$ cat src/rtl/servo_pkg.sv
// servo_pkg: definitions shared by the servo_ramp slew limiter and its helpers.
//   - register offsets within the four-byte window
//   - STATUS / CTRL bit positions
//   - ramp controller state encoding
//   - step_toward(): one-LSB move of a position toward a target, saturating
package servo_pkg;

  localparam logic [1:0] REG_TARGET   = 2'd0;
  localparam logic [1:0] REG_RATE     = 2'd1;
  localparam logic [1:0] REG_STATUS   = 2'd2;
  localparam logic [1:0] REG_CTRL     = 2'd2;
  localparam logic [1:0] REG_POSITION = 2'd3;

  localparam int STATUS_BUSY_BIT   = 0;
  localparam int STATUS_DONE_BIT   = 1;
  localparam int CTRL_SNAP_BIT     = 0;
  localparam int CTRL_DONE_CLR_BIT = 1;

  typedef enum logic {
    IDLE = 1'b0,
    SLEW = 1'b1
  } ramp_state_t;

  // Moves one LSB toward tgt and never past it, so 0 and 255 are endpoints
  // rather than wrap points.
  function automatic logic [7:0] step_toward(input logic [7:0] pos,
                                             input logic [7:0] tgt);
    logic [7:0] next_pos;
    next_pos = pos;
    if (tgt > pos) begin
      next_pos = pos + 8'd1;
    end else if (tgt < pos) begin
      next_pos = pos - 8'd1;
    end
    return next_pos;
  endfunction

endpackage

$ cat src/rtl/servo_ramp_tick_gen.sv
// tick_gen: free-running prescaler that emits a one-cycle tick.
//   clk   in  system clock, rising edge
//   rst   in  asynchronous active-high reset, clears the count
//   tick  out high for the single cycle in which the count sits at
//             TERMINAL_COUNT; the count then wraps to 0
// The period is TERMINAL_COUNT + 1 clocks. Generic enough for any timer block.
module tick_gen #(
  parameter int unsigned TERMINAL_COUNT = 15999
) (
  input  logic clk,
  input  logic rst,
  output logic tick
);

  // A terminal count of 0 would give a zero-width counter; keep one bit.
  localparam int unsigned WIDTH = (TERMINAL_COUNT > 0) ? $clog2(TERMINAL_COUNT + 1) : 1;
  localparam logic [WIDTH-1:0] TC = WIDTH'(TERMINAL_COUNT);

  logic [WIDTH-1:0] count;

  always_ff @(posedge clk or posedge rst) begin
    if (rst) begin
      count <= '0;
    end else if (count == TC) begin
      count <= '0;
    end else begin
      count <= count + WIDTH'(1);
    end
  end

  assign tick = (count == TC);

endmodule

$ cat src/rtl/servo_ramp.sv
// servo_ramp: memory-mapped slew-rate limiter in front of the servo PWM.
// Software writes TARGET and RATE (ticks per step); position walks toward
// the target one LSB per RATE ticks and raises a sticky done flag on arrival.
//   clk       in   system clock, rising edge
//   rst       in   asynchronous active-high reset
//   din       in   [7:0] bus write data
//   address   in   [7:0] bus address, window SERVO_RAMP_ADDRESS .. +3
//   w_en      in   write strobe, one cycle per access
//   r_en      in   read strobe, one cycle per access
//   dout      out  [7:0] registered read data, valid the cycle after r_en
//   position  out  [7:0] ramped angle driving the PWM angle input
//   done_irq  out  level interrupt, mirrors the done flag
// Registers: +0 TARGET rw, +1 RATE rw, +2 STATUS r {busy,done} / CTRL w
// {snap,done-clear}, +3 POSITION r.
module servo_ramp
  import servo_pkg::*;
#(
  parameter int unsigned F_CPU              = 16000000,
  parameter int unsigned TICK_US            = 1000,
  parameter logic [7:0]  SERVO_RAMP_ADDRESS = 8'h00
) (
  input  logic       clk,
  input  logic       rst,
  input  logic [7:0] din,
  input  logic [7:0] address,
  input  logic       w_en,
  input  logic       r_en,
  output logic [7:0] dout,
  output logic [7:0] position,
  output logic       done_irq
);

  localparam int unsigned PRESCALE_TC = F_CPU / 32'd1000000 * TICK_US - 1;

  ramp_state_t state, state_next;
  logic [7:0]  target, rate, step_cnt;
  logic [7:0]  position_next, step_next, stepped_pos, read_data, offset;
  logic        done, done_set, done_clr, tick, hit, step_due;
  logic        wr_target, wr_rate, wr_ctrl, rd_status, snap;
  logic [1:0]  reg_sel;

  tick_gen #(.TERMINAL_COUNT(PRESCALE_TC)) u_tick_gen (
    .clk  (clk),
    .rst  (rst),
    .tick (tick)
  );

  // The offset subtraction wraps, so a window placed at the top of the map
  // still decodes as four consecutive addresses.
  assign offset    = address - SERVO_RAMP_ADDRESS;
  assign hit       = (offset < 8'd4);
  assign reg_sel   = offset[1:0];
  assign wr_target = w_en && hit && (reg_sel == REG_TARGET);
  assign wr_rate   = w_en && hit && (reg_sel == REG_RATE);
  assign wr_ctrl   = w_en && hit && (reg_sel == REG_CTRL);
  assign rd_status = r_en && hit && (reg_sel == REG_STATUS);
  assign snap      = wr_ctrl && din[CTRL_SNAP_BIT];
  assign done_clr  = (wr_ctrl && din[CTRL_DONE_CLR_BIT]) || rd_status;

  // ">=" rather than "==" so lowering RATE below the ticks already counted
  // fires on the next tick; RATE = 0 mid-slew therefore steps every tick.
  assign step_due    = ({1'b0, step_cnt} + 9'd1) >= {1'b0, rate};
  assign stepped_pos = step_toward(position, target);

  // A TARGET write or snap owns the cycle: any step due on the same edge is
  // dropped because the write restarts the step counter.
  always_comb begin
    state_next    = state;
    position_next = position;
    step_next     = step_cnt;
    done_set      = 1'b0;
    if (wr_target) begin
      step_next = '0;
      if (din == position) begin
        if (state == SLEW) begin
          state_next = IDLE;
          done_set   = 1'b1;
        end
      end else if (rate == 8'd0) begin
        position_next = din;
        state_next    = IDLE;
        done_set      = 1'b1;
      end else begin
        state_next = SLEW;
      end
    end else if (snap) begin
      position_next = target;
      step_next     = '0;
      state_next    = IDLE;
    end else if ((state == SLEW) && tick) begin
      if (step_due) begin
        step_next     = '0;
        position_next = stepped_pos;
        if (stepped_pos == target) begin
          state_next = IDLE;
          done_set   = 1'b1;
        end
      end else begin
        step_next = step_cnt + 8'd1;
      end
    end
  end

  always_ff @(posedge clk or posedge rst) begin
    if (rst) begin
      state    <= IDLE;
      position <= '0;
      step_cnt <= '0;
    end else begin
      state    <= state_next;
      position <= position_next;
      step_cnt <= step_next;
    end
  end

  always_comb begin
    read_data = '0;
    case (reg_sel)
      REG_TARGET:   read_data = target;
      REG_RATE:     read_data = rate;
      REG_STATUS: begin
        read_data[STATUS_BUSY_BIT] = (state == SLEW);
        read_data[STATUS_DONE_BIT] = done;
      end
      REG_POSITION: read_data = position;
      default:      read_data = '0;
    endcase
  end

  // Done is cleared by a STATUS read only after dout has captured it, and a
  // set on the same edge as any clear wins.
  always_ff @(posedge clk or posedge rst) begin
    if (rst) begin
      target <= '0;
      rate   <= '0;
      done   <= 1'b0;
      dout   <= '0;
    end else begin
      if (wr_target) begin
        target <= din;
      end
      if (wr_rate) begin
        rate <= din;
      end
      if (done_set) begin
        done <= 1'b1;
      end else if (done_clr) begin
        done <= 1'b0;
      end
      if (r_en) begin
        dout <= hit ? read_data : 8'h00;
      end
    end
  end

  assign done_irq = done;

endmodule

$ cat config.mk
export PLATFORM = sky130hd
export DESIGN_NAME = servo_ramp
export DESIGN_NICKNAME = d
export VERILOG_FILES = /design/src/rtl/servo_pkg.sv /design/src/rtl/servo_ramp_tick_gen.sv /design/src/rtl/servo_ramp.sv
export SDC_FILE = /design/constraint.sdc
export NUM_CORES = 1
export LEC_CHECK = 0
export BUFFER_PORTS_ARGS = -buffer_cell sky130_fd_sc_hd__clkbuf_2
export CAP_MARGIN = 40
export CORE_MARGIN = 2
export CORE_UTILIZATION = 40
export DETAILED_ROUTE_END_ITERATION = 7
export PLACE_DENSITY = 0.68
export SLEW_MARGIN = 20
export SYNTH_ARGS = -nofsm -noshare
export SYNTH_HDL_FRONTEND = slang
export SYNTH_SLANG_ARGS = --single-unit
$ cat constraint.sdc
create_clock -name clk -period 3.3 [get_ports clk]
set_clock_uncertainty 0.1 [all_clocks]
set_input_delay 0.825 -clock clk [delete_from_list [all_inputs] [get_ports clk]]
set_output_delay 0.825 -clock clk [all_outputs]
set_load 0.03 [all_outputs]
### After elaboration in Yosys (flattened, before gate mapping)

Index checks and enable logic that the tools add are counted.

| storage, ports and cells | value |
|---|---|
| register bits | 56 |
| bits of input ports | 20 |
| output and inout port bits | 17 |
| word-level logic and storage cells | 76 |

| cells by class | value |
|---|---|
| $add $sub $neg | 5 |
| order comparisons | 4 |
| equal/unequal tests | 8 |
| multiplexer cells | 33 |
| reduce and logical (&&, ||, !) cells | 18 |

Operators by type and width:

| operator | number |
|---|---|
| $mux 8 | 13 |
| $pmux 6 s3 | 1 |
| $mux 1 | 17 |
| $add 8x1->8 const B | 2 |
| $eq 8x8->1 | 2 |
| $add 14x1->14 const B | 1 |
| $eq 14x14->1 const B | 1 |
| $mux 14 | 1 |
| $add 8x1->9 const B | 1 |
| $ge 9x8->1 | 1 |
| $logic_and 1x1->1 | 9 |
| $reduce_bool 3->1 | 3 |
| $gt 8x8->1 | 1 |
| $logic_not 8->1 | 1 |
| $lt 8x3->1 const B | 1 |
| $lt 8x8->1 | 1 |
| $pmux 2 s4 | 1 |
| $sub 8x1->8 const B | 1 |
| $eq 2x2->1 const B | 2 |
| $reduce_and 4->1 | 1 |
| $reduce_and 3->1 | 1 |
| $eq 2x1->1 const B | 1 |
| $logic_not 2->1 | 1 |
| $ne 2x1->1 const B | 1 |
| 3 further kinds | 3 |

### Depth between registers and ports, before layout

| logic depth | value |
|---|---|
| depth after elaboration | 10 |
| mapped depth | 13 |
| gate-level depth less buffers | 12 |

### Cells and area by module

From an unflattened synthesis, not the netlist that was laid out.

| second synthesis, totals | value |
|---|---|
| cell total of the unflattened synthesis | 469 |
| area total of the unflattened synthesis | 4045.1 um^2 |

By module, submodules not included:

| module | instances | cells an instance | area each (um^2) | seq. area each (um^2) |
|---|---|---|---|---|
| servo_ramp | 1 | 400 | 3326.9 | 1051.0 |
| tick_gen | 1 | 69 | 718.2 | 350.3 |

### Least setup slack after synthesis

Ideal clock, no wire load.

| timing path | value |
|---|---|
| kind | register to register |
| start | reg position[6] |
| end | reg state |
| setup time | 136 ps |
| arrival | 2826 ps |
| slack | 238 ps |
| cell stages (with the launch flop) | 14 |
| buffers on the path | 2 |
| period minus slack after synthesis | 3062 ps |
| path through | dfrtp_1 > buf_2 > inv_1 > ha_1 > nand4_1 > or2_2 > buf_4 > nand4_1 > xor2_1 > a221o_1 > a22oi_2 > nand3_2 > nor4bb_1 > o32ai_1 |

| between the ends | value |
|---|---|
| cells in the longest elaborated chain, start to end | 6 |
| elaborated cells between the ends (all ways) | 12 |

RTL lines:

| element | line | source |
|---|---|---|
| from (decl) | servo_ramp.sv:29 | `output logic [7:0] position,` |
| from (signal assigned) | servo_ramp.sv:111 | `position <= position_next;` |
| $sub 8x1->8 / $lt 8x8->1 (equally long branches) | servo_pkg.sv:33, servo_pkg.sv:32 |  |
| $mux 8 | servo_pkg.sv:32 | `end else if (tgt < pos) begin` |
| $mux 8 | servo_pkg.sv:30 | `if (tgt > pos) begin` |
| $eq 8x8->1 | servo_ramp.sv:94 | `if (stepped_pos == target) begin` |
| $reduce_bool 3->1 (no source line) | -- |  |
| $reduce_and 3->1 (no source line) | -- |  |
| to (signal assigned) | servo_ramp.sv:110 | `state <= state_next;` |
| to (decl) | servo_ramp.sv:35 | `ramp_state_t state, state_next;` |

Parallel ways exist; a longest one is shown, timed or not.
A chain may end at the register's enable or synchronous reset.

### Final worst setup path

| timing path | value |
|---|---|
| start | reg step_cnt[0] |
| end | reg position[0] |

| between the ends | value |
|---|---|
| cells in the longest elaborated chain, start to end | 4 |

RTL lines:

| element | line | source |
|---|---|---|
| from (decl) | servo_ramp.sv:36 | `logic [7:0] target, rate, step_cnt;` |
| from (signal assigned) | servo_ramp.sv:112 | `step_cnt <= step_next;` |
| $add 8x1->9 | servo_ramp.sv:62 | `assign step_due = ({1'b0, step_cnt} + 9'd1) >= {1'b0, rate};` |
| $ge 9x8->1 | servo_ramp.sv:62 |  |
| $reduce_bool 3->1 (no source line) | -- |  |
| $reduce_and 4->1 (no source line) | -- |  |

Every way passes these cells.

==> flow_metrics.tcl <==
set metrics [dict create \
    cts_hold_buf 0 \
    stdcell_area_mm2 0.004330 \
    coreArea_mm2 0.009284 \
    wirelength_um 9503 \
    regArea_mm2 0.001401 \
    crit_type "reg -> reg" \
    antenna_found_initial 0 \
    worst_pin_slew_ns 0.6911 \
    diodes 0 \
    synth_edf_count 0 \
    cp_cell_sequence "ha_1, nand3_1, xnor2_1, ha_1, a21o_1, a211oi_1, o21a_1, o21ai_0, a31o_2, o21ai_2, mux2_2" \
    die_x_um 102.1 \
    fin_crit_sh_pct 91.76 \
    worst_setup_path_start_kind "flop" \
    ant_nets 0 \
    vias_per_cell 5.398 \
    p_leak_uw 0.001993 \
    dp_cells 593 \
    numCtsBuffers 5 \
    clock-sinks 56 \
    synth_seq_cells 56 \
    placed_cell_area_mm2 0.004239 \
    ys_types 56 \
    synth_top_area_cell "dfrtp_1" \
    overflow 0 \
    drc 0 \
    synth_area_leaders "dfrtp_1 (36%), xnor2_1 (7.7%), ha_1 (6.5%)" \
    cp_slowest_cell "dfrtp_1" \
    htreeDepth 2 \
    drv_cap 0 \
    die_y_um 102.1 \
    instances_no_fill 601 \
    async_flop_share_pct 100.0 \
    ff2ff_setup_slack_ns 0.27 \
    finalSetupViolCount 0 \
    crit_family "compound AO/OA/AOI/OAI gates" \
    portBuffers 36 \
    syn_to_final_growth_pct 12.52 \
    start_util_pct 41.46 \
    vias 3244 \
    cp.required_ns 3.40 \
    rows 35 \
    wl_per_cell_um 15.81 \
    grt_pass1_wl_um 16060 \
    multiInputGateArea_mm2 0.002247 \
    die-area_mm2 0.01042 \
    end_kind "flop" \
    fmax_ghz 0.3303 \
    crit_fanout 7 \
    drt_iter0_markers 201 \
    ys_warn_count 0 \
    setup_tns_ns 0 \
    dp_hpwl_um 7452 \
    grtUsageTotal_pct 19.23 \
    cp_num_buf_inv 0 \
    yosysSeqAreaShare_pct 36.41 \
    slew_headroom_pct 53.86 \
    ys_top_cells_by_count "dfrtp_1 (56), nand2_1 (56), nor2_1 (34), xnor2_1 (34), o21ai_0 (27)" \
    finalMaxSlewViolations 0 \
    powerDensity_mw_per_mm2 402.5 \
    pin_count 37 \
    synth_top_area_share_pct 36.41 \
    place.gp.congestion 0.9009 \
    rsz0062_at_grt "no" \
    synth_area_per_cell_um2 9.013 \
    hold_violations 0 \
    crit_path_max_incr_delay_ns 0.41 \
    synth_fp_nets 467 \
    hp-class "reg -> reg" \
    run_status "complete, no violations" \
    final_layout_size_suffix_gt1_share_pct 20.55 \
    clk_latency_ns 0.31 \
    cts_root_buffer "clkbuf_8" \
    grt_max_degree 33 \
    drtPass1Iterations 4 \
    vdd_ir_drop_max_mv 0.1707 \
    nets 511 \
    cts_tree "yes" \
    postCtsSetupRepairBufs 0 \
    critPathArrivalTime_ns 3.12 \
    min_period_ns 3.028 \
    path_clk_slew_ns 0.10 \
    cts.path.max_buffers 2 \
    syn_area_mm2 0.003849 \
    crit_top_cell "ha_1" \
    grt_pass1_vias 3359 \
    nFillCells 940 \
    synth_ff_type "dfrtp_1" \
    syn_inst 427 \
]
layout make-up:
cell class / count / share of cell area, %
inverters: 27 / 2.369
well taps: 129 / 3.727
flip-flops and latches: 56 / 32.36
clock inverters: 3 / 0.4334
repair buffers: 56 / 7.628
clock buffers: 5 / 1.589
multi-input cells: 325 / 51.89
worst register-to-register path, cell delays in order, from the launching register on:
cell and delay (ns):
dfrtp_1 0.41, ha_1 0.22, nand3_1 0.16, xnor2_1 0.16
ha_1 0.29, a21o_1 0.18, a211oi_1 0.27, o21a_1 0.18
o21ai_0 0.15, a31o_2 0.29, o21ai_2 0.14, mux2_2 0.38
state kept, by name, indices dropped and copies added, names as in the netlist:
| signal | count |
|---|---|
| u_tick_gen.count | 14 |
| dout | 8 |
| position | 8 |
| rate | 8 |
| step_cnt | 8 |
| target | 8 |
| done_irq | 1 |
| state | 1 |
layout by cell type, fill, tap and decap left out, types with 2 or more instances in the layout:
master    instances
and3_1            6
o22ai_1           9
clkinv_2          3
a21oi_1          22
inv_2             2
nand3_2           2
inv_1            24
a21o_1            4
o211ai_1          6
mux2_2           11
dfrtp_1          56
mux2i_1          12
nand2_1          56
nand3_1          15
mux4_2            3
xor2_1           15
nand4b_1          2
nand4_1          10
buf_4            20
or3_1             4
nor3_1            2
o21ai_0          27
xnor2_1          34
o21a_1            2
clkbuf_2         36
clkbuf_8          5
ha_1             20
or3_4             2
a31oi_1           2
nor2_1           34
kinds of logic (layout without fill, tap and decap cells):
| kind of cell | count (synthesis) | in the layout | synth area share [%] |
|---|---|---|---|
| fa+ha+maj | 20 | 20 | 6.502 |
| flops | 56 | 56 | 36.41 |
| simple gates | 145 | 145 | 18.82 |
| buf+inv | 46 | 91 | 5.461 |
| mux | 26 | 26 | 8.095 |
| compound gates | 85 | 85 | 13.56 |
| xor+xnor | 49 | 49 | 11.15 |
report_power, final:
part | leakage [uW] | switching [uW] | internal [uW] | total (uW)
logic | 0.00119 | 359 | 282 | 641
clock network | 0.0000479 | 225 | 149 | 374
registers | 0.000755 | 21.9 | 706 | 727
metal layers:
metal	share of wire (%)	global-route usage (%)	wire length, um	vias up
li1	-	-	-	1580
met1	47	26.05	4466	1560
met2	47	32.24	4436	88
met3	4.5	3.078	432	16
met4	1.8	4.923	168	0
met5	0	0	0	-
final timing paths:
kind | start | to | cells past startpoint
max | step_cnt[0]$_DFFE_PP0N_ | position[0]$_DFFE_PP0P_ | 11
min | u_tick_gen.count[0]$_DFF_PP0_ | u_tick_gen.count[0]$_DFF_PP0_ | 1
max reg2reg | step_cnt[0]$_DFFE_PP0N_ | position[0]$_DFFE_PP0P_ | 11
min reg2reg | u_tick_gen.count[0]$_DFF_PP0_ | u_tick_gen.count[0]$_DFF_PP0_ | 1
max in group asynchronous | rst | u_tick_gen.count[4]$_DFF_PP0_ | 3
min in group asynchronous | rst | target[0]$_DFFE_PP0P_ | 2
per-stage QoR:
| step | power (uW) | util (%) | hold slack [ns] | worst slack (ns) |
|---|---|---|---|---|
| 6_report | 1743 | 46.64 | 0.3811 | 0.2720 |
| 5_1_grt | 1861 | 46.64 | 0.4083 | 0.07174 |
| 4_1_cts | 1754 | 46.60 | 0.3856 | 0.1520 |
| 3_5_place_dp | 1379 | 45.66 | 0.3719 | 0.1780 |
| 3_3_place_gp | 1366 | 45.66 | 0.3673 | 0.2993 |
| 2_1_floorplan | 1239 | - | 0.3521 | 0.2377 |
repair_timing:
item / in CTS / in global routing
endpoints found under the setup margin: 0 / 6
hold endpoints to repair: 0 / 0
resized for setup: 0 / 1
Note: power is estimated with default switching activity, not from simulation.
